==> config.mk <==
export PLATFORM = sky130hd
export DESIGN_NAME = interrupt_sequencer
export DESIGN_NICKNAME = d
export VERILOG_FILES = /design/src/rtl/pic_pkg.sv /design/src/rtl/priority_resolver.sv /design/src/rtl/interrupt_sequencer.sv
export SDC_FILE = /design/constraint.sdc
export NUM_CORES = 1
export LEC_CHECK = 0
export CAP_MARGIN = 30
export CORE_ASPECT_RATIO = 1.4
export CORE_UTILIZATION = 30
export CTS_BUF_LIST = sky130_fd_sc_hd__clkbuf_4
export CTS_CLUSTER_SIZE = 14
export DETAILED_ROUTE_END_ITERATION = 6
export GPL_ROUTABILITY_DRIVEN = 1
export SLEW_MARGIN = 20
export SYNTH_ARGS = -nofsm -noshare
export SYNTH_HDL_FRONTEND = slang
export SYNTH_SLANG_ARGS = --single-unit
export TNS_END_PERCENT = 50
==> constraint.sdc <==
create_clock -name clk -period 21.7 [get_ports clk]
set_clock_uncertainty 0.05 [all_clocks]
set_input_delay 3.255 -clock clk [delete_from_list [all_inputs] [get_ports clk]]
set_output_delay 3.255 -clock clk [all_outputs]
set_load 0.01 [all_outputs]
==> src/rtl/pic_pkg.sv <==
// Shared types and helpers for the PIC priority resolver and INTA sequencer.
package pic_pkg;

  localparam int unsigned NUM_IRQ    = 8;
  localparam int unsigned LVL_W      = 3;
  localparam int unsigned VEC_BASE_W = 5;

  typedef enum logic [1:0] {IDLE, PEND, ACK1} state_e;

  // Rank 0 is the highest priority: the level just above `lowest` in scan order.
  function automatic logic [LVL_W-1:0] prio_rank(input logic [LVL_W-1:0] level,
                                                 input logic [LVL_W-1:0] lowest);
    return level - lowest - LVL_W'(1);
  endfunction

endpackage

==> src/rtl/priority_resolver.sv <==
// Combinational resolver: highest-ranked in-service level and the best request ranked above it.
module priority_resolver
  import pic_pkg::*;
(
  input  logic [NUM_IRQ-1:0] req,
  input  logic [NUM_IRQ-1:0] isr,
  input  logic [LVL_W-1:0]   lowest,
  output logic               valid,
  output logic [LVL_W-1:0]   winner,
  output logic [LVL_W-1:0]   isr_top,
  output logic               isr_any
);

  logic [LVL_W:0] top_rank;
  logic [LVL_W:0] best_rank;

  always_comb begin
    isr_any  = 1'b0;
    isr_top  = '0;
    top_rank = (LVL_W+1)'(NUM_IRQ);
    for (int i = 0; i < NUM_IRQ; i++) begin
      if (isr[i] && ({1'b0, prio_rank(LVL_W'(i), lowest)} < top_rank)) begin
        isr_any  = 1'b1;
        isr_top  = LVL_W'(i);
        top_rank = {1'b0, prio_rank(LVL_W'(i), lowest)};
      end
    end

    // Only requests strictly above the in-service top can win.
    valid     = 1'b0;
    winner    = '1;
    best_rank = top_rank;
    for (int i = 0; i < NUM_IRQ; i++) begin
      if (req[i] && ({1'b0, prio_rank(LVL_W'(i), lowest)} < best_rank)) begin
        valid     = 1'b1;
        winner    = LVL_W'(i);
        best_rank = {1'b0, prio_rank(LVL_W'(i), lowest)};
      end
    end
  end

endmodule

==> src/rtl/interrupt_sequencer.sv <==
// INT/INTA sequencer for the 8-input PIC: owns ISR, priority pointer, EOI handling and vector output.
module interrupt_sequencer
  import pic_pkg::*;
#(
  parameter int unsigned ACK_TIMEOUT = 16
) (
  input  logic                  clk,
  input  logic                  reset,
  input  logic [NUM_IRQ-1:0]    irr,
  input  logic                  inta,
  input  logic                  eoi,
  input  logic                  seoi,
  input  logic [LVL_W-1:0]      seoi_level,
  input  logic                  rotate_en,
  input  logic                  aeoi,
  input  logic [VEC_BASE_W-1:0] vector_base,
  output logic                  int_out,
  output logic [NUM_IRQ-1:0]    isr,
  output logic [NUM_IRQ-1:0]    clear_irr,
  output logic [7:0]            data_out,
  output logic                  data_valid,
  output logic                  ack_timeout
);

  localparam int unsigned CNT_W = (ACK_TIMEOUT > 2) ? $clog2(ACK_TIMEOUT) : 1;
  localparam logic [CNT_W-1:0] CntLast = CNT_W'(ACK_TIMEOUT - 1);

  state_e             state_q, state_d;
  logic [NUM_IRQ-1:0] isr_q, isr_d;
  logic [LVL_W-1:0]   lowest_q, lowest_d, lowest_eff;
  logic [LVL_W-1:0]   win_q, win_d;
  logic               spur_q, spur_d;
  logic [CNT_W-1:0]   cnt_q, cnt_d;
  logic               int_q, int_d;
  logic [NUM_IRQ-1:0] clr_q, clr_d;
  logic [7:0]         data_q, data_d;
  logic               dv_q, dv_d;
  logic               to_q, to_d;

  logic               valid;
  logic [LVL_W-1:0]   winner;
  logic [LVL_W-1:0]   isr_top;
  logic               isr_any;

  assign lowest_eff = rotate_en ? lowest_q : '1;

  priority_resolver u_resolver (
    .req     (irr),
    .isr     (isr_q),
    .lowest  (lowest_eff),
    .valid   (valid),
    .winner  (winner),
    .isr_top (isr_top),
    .isr_any (isr_any)
  );

  always_comb begin
    state_d  = state_q;
    isr_d    = isr_q;
    lowest_d = lowest_eff;
    win_d    = win_q;
    spur_d   = spur_q;
    cnt_d    = cnt_q;
    clr_d    = '0;
    data_d   = data_q;
    dv_d     = 1'b0;
    to_d     = 1'b0;

    unique case (state_q)
      IDLE: begin
        if (valid) state_d = PEND;
      end
      PEND: begin
        if (inta) begin
          state_d = ACK1;
          cnt_d   = '0;
          spur_d  = !valid;
          win_d   = valid ? winner : '1;
          if (valid) begin
            isr_d[winner] = 1'b1;
            clr_d[winner] = 1'b1;
          end
        end
      end
      ACK1: begin
        if (inta) begin
          state_d = IDLE;
          data_d  = {vector_base, win_q};
          dv_d    = 1'b1;
          if (aeoi && !spur_q) begin
            isr_d[win_q] = 1'b0;
            if (rotate_en) lowest_d = win_q;
          end
        end else if (cnt_q == CntLast) begin
          state_d = IDLE;
          to_d    = 1'b1;
        end else begin
          cnt_d = cnt_q + CNT_W'(1);
        end
      end
      default: state_d = IDLE;
    endcase

    // EOI decisions use the pre-update ISR; the clear lands after any handshake set.
    if (seoi) begin
      isr_d[seoi_level] = 1'b0;
      if (rotate_en) lowest_d = seoi_level;
    end else if (eoi && isr_any) begin
      isr_d[isr_top] = 1'b0;
      if (rotate_en) lowest_d = isr_top;
    end

    int_d = (state_d == PEND);
  end

  always_ff @(posedge clk or posedge reset) begin
    if (reset) begin
      state_q  <= IDLE;
      isr_q    <= '0;
      lowest_q <= '1;
      win_q    <= '1;
      spur_q   <= 1'b0;
      cnt_q    <= '0;
      int_q    <= 1'b0;
      clr_q    <= '0;
      data_q   <= '0;
      dv_q     <= 1'b0;
      to_q     <= 1'b0;
    end else begin
      state_q  <= state_d;
      isr_q    <= isr_d;
      lowest_q <= lowest_d;
      win_q    <= win_d;
      spur_q   <= spur_d;
      cnt_q    <= cnt_d;
      int_q    <= int_d;
      clr_q    <= clr_d;
      data_q   <= data_d;
      dv_q     <= dv_d;
      to_q     <= to_d;
    end
  end

  assign int_out     = int_q;
  assign isr         = isr_q;
  assign clear_irr   = clr_q;
  assign data_out    = data_q;
  assign data_valid  = dv_q;
  assign ack_timeout = to_q;

endmodule
==> flow_metrics.env <==
export IMPL_worstSetupStartpointType="input port"
export IMPL_syn_avg_cell_area_um2=7.74
export IMPL_area_growth_syn_to_layout_pct=71.7
export IMPL_synth_top_cell_by_area="sky130_fd_sc_hd__dfrtp_1"
export IMPL_die_area_um2=15000
export IMPL_clkLatencyLatePin_ps=380
export IMPL_maxClockFrequency_mhz=44.9
export IMPL_cts_made_buffers=5
export IMPL_crit_required_ps=21950
export IMPL_clockRootBuffer="sky130_fd_sc_hd__clkbuf_4"
export IMPL_drt_wirelength_per_cell_um=18.9
export IMPL_ctsHtreeMaxLevel=2
export IMPL_first_global_vias=5829
export IMPL_dieWidth_um=104
export IMPL_synth_seq_area_share_pct=23.1
export IMPL_groute_usage_overall_pct=24.3
export IMPL_core_um2=14000
export IMPL_ys_seq_elements=40
export IMPL_synthTopCellsByArea="sky130_fd_sc_hd__dfrtp_1 20%, sky130_fd_sc_hd__ha_1 9.5%, sky130_fd_sc_hd__nand2_1 6.6%"
export IMPL_r2r_cells=111
export IMPL_top_ff_cell_synth="sky130_fd_sc_hd__dfrtp_1"
export IMPL_critical_path_max_stage_delay_ps=420
export IMPL_layout_common_cells="212 x sky130_fd_sc_hd__buf_4, 67 x sky130_fd_sc_hd__nand2_1, 48 x sky130_fd_sc_hd__clkdlybuf4s50_1"
export IMPL_dr_pass1_iters=5
export IMPL_place_port_buffers=49
export IMPL_row_count=51
export IMPL_critical_path_peak_fanout=6
export IMPL_postSynthNetCount=619
export IMPL_synth_cells=563
export IMPL_synth_largest_type_area_fraction_pct=19.5
export IMPL_setup_viol=23
export IMPL_route_antenna_remaining_nets=0
export IMPL_remaining_design_rule_violation_count=0
export IMPL_timing_critical_path_arrival_ps=22520
export IMPL_drt_iter0_markers=301
export IMPL_clkSinkCount=40
export IMPL_layout_nets=874
export IMPL_clock_path_buffers=2
export IMPL_setup_tns_ps=-9560
export IMPL_cts_tree="built"
export IMPL_clk_pin_slew_worst_paths_ps=130
export IMPL_global_route_overflow_total=0
export IMPL_holdPathStages=1
export IMPL_unrepaired_setup_endpoints_after_global_routing="true"
export IMPL_final_fill_count=1266
export IMPL_max_cap_violations=0
export IMPL_io_pin_count=50
export IMPL_crit_path_end_kind="flop"
export IMPL_viasPerCell=5.71
export IMPL_path_depth=112
export IMPL_synth_edff_count=0
export IMPL_place_detailed_hpwl_mm=12.9
export IMPL_layout_setup_ws_ps=-578
export IMPL_global_placement_routability_congestion=0.934
export IMPL_run_status="finished with violations"
export IMPL_asyncSetResetFlopFracSynth_pct=100
export IMPL_slew_limit_headroom_pct=38.4
export IMPL_finalMaxSlewViolations=0
export IMPL_hold_viol_final=0
export IMPL_wire_length_of_the_first_global_routing_pass_mm=28.9
export IMPL_post_synth_num_cell_types=82
export IMPL_max_slew_worst_pin_slew_ps=922
export IMPL_layout_drive_gt1_share_pct=47.4
export IMPL_synth_yosys_warnings=0
export IMPL_pin_count_of_the_biggest_net_entering_global_routing=35
export IMPL_violated_checks="setup timing"
export IMPL_mostFrequentLayoutCell="sky130_fd_sc_hd__buf_4"
export IMPL_antenna_cells_inserted=0
export IMPL_timing_critical_path_buf_inv=20
export IMPL_route_final_wire_length_mm=19.0
export IMPL_number_of_antenna_violations_at_the_first_check_in_global_routing=0
export IMPL_layout_worst_path_cycle_share_pct=103
export IMPL_initial_core_util_pct=31.1
export IMPL_die_height_um=145
export IMPL_crit_family="compound AO/OA/AOI/OAI gates"
export IMPL_critical_path_class="input port to flop"
export IMPL_worst_path_max_delay_cell="sky130_fd_sc_hd__or3b_4"
export IMPL_tmin_final_ps=22280
export IMPL_mappedNetlistArea_um2=4360
export IMPL_path_class_of_the_lowest_slack_min_delay_path="flop to flop"
export IMPL_hold_buffers=0
export IMPL_vias=5737
## final timing paths
check | endpoint | from | slack [ps]
max | isr[4] | rotate_en | -580
min | data_out[7] | data_out[7] | 470
max reg2reg | isr[4] | lowest_q[1] | 1740
min reg2reg | data_out[7] | data_out[7] | 470
max in group asynchronous | win_q[2] | reset | 17870
min in group asynchronous | clear_irr[4] | reset | 3020
## Yosys cell counts, types with 3 or more instances
cell type	number
sky130_fd_sc_hd__nor2_1	46
sky130_fd_sc_hd__nand2b_1	9
sky130_fd_sc_hd__nor2b_1	3
sky130_fd_sc_hd__buf_2	5
sky130_fd_sc_hd__a21o_1	9
sky130_fd_sc_hd__nor4_2	3
sky130_fd_sc_hd__clkbuf_1	12
sky130_fd_sc_hd__nand2_1	77
sky130_fd_sc_hd__a211oi_1	4
sky130_fd_sc_hd__a31o_2	4
sky130_fd_sc_hd__mux2_2	13
sky130_fd_sc_hd__o21a_1	15
sky130_fd_sc_hd__nor4_1	3
sky130_fd_sc_hd__or3_1	9
sky130_fd_sc_hd__and2_1	8
sky130_fd_sc_hd__o22ai_1	8
sky130_fd_sc_hd__o211ai_1	6
sky130_fd_sc_hd__ha_1	33
sky130_fd_sc_hd__a31oi_1	15
sky130_fd_sc_hd__o21ai_0	33
sky130_fd_sc_hd__o31ai_1	7
sky130_fd_sc_hd__o21ai_1	3
sky130_fd_sc_hd__a211o_1	3
sky130_fd_sc_hd__nor3_1	14
sky130_fd_sc_hd__or2_2	4
sky130_fd_sc_hd__o221a_2	4
sky130_fd_sc_hd__and3_1	6
sky130_fd_sc_hd__dfrtp_1	34
sky130_fd_sc_hd__nand3_1	13
sky130_fd_sc_hd__nand4_1	7
sky130_fd_sc_hd__o21bai_1	3
sky130_fd_sc_hd__o221ai_1	6
sky130_fd_sc_hd__a21oi_1	43
sky130_fd_sc_hd__o31a_1	5
sky130_fd_sc_hd__inv_1	28
sky130_fd_sc_hd__dfstp_2	6
## routing by layer
metal / track usage [%] / vias up / share of wire [%]
li1: - / 2636 / -
met1: 25.4 / 2723 / 36
met2: 47.1 / 280 / 53
met3: 2.34 / 98 / 5.2
met4: 14.1 / 0 / 5.9
met5: 0 / - / 0
## kinds of logic after synthesis
group | synth area share (%)
buf+inv | 4.71
flops | 23.1
xor+xnor | 0.603
mux | 3.82
compound gates | 33.5
simple gates | 24.8
fa+ha+maj | 9.47
## per-stage QoR
stage / hold slack [ps] / worst slack [ps] / utilization [%] / instance area (um^2) / std cells
after global routing: 504 / -1410 / 53.3 / 7480 / 1004
after detailed placement: 447 / -1470 / 44.7 / 6280 / 901
after floorplan: 410 / -799 / - / 4740 / 563
after CTS: 474 / 8.23 / 50.7 / 7120 / 987
final: 470 / -578 / 53.3 / 7480 / 1004
after global placement: 422 / -1100 / 44.7 / 6280 / 901
## what timing repair did
action / CTS / global route
setup buffers: 78 / 18
pin swaps: 75 / 75
endpoints found under the setup margin: 23 / 23
resized for setup: 47 / 51
## flip-flops by register name, summed over array words and instances, names as in the netlist
register and count:
data_valid 1, state_q 2, data_out 8, lowest_q 3, win_q 3, ack_timeout 1, spur_q 1, isr 8
clear_irr 8, cnt_q 4, int_out 1
## area by class of cell
class	count	area [um^2]	share of cell area (%)
Multi-Input combinational cell	472	3900	52.1
Timing Repair Buffer	269	2180	29.1
Sequential cell	40	1010	13.5
Tap cell	185	231	3.09
Inverter	30	120	1.60
Clock buffer	5	37.5	0.502
Clock inverter	3	13.8	0.184
Power is left out: the tool's default activity adds up to more than one toggle a clock period on the data nets, which glitch-free logic cannot reach.
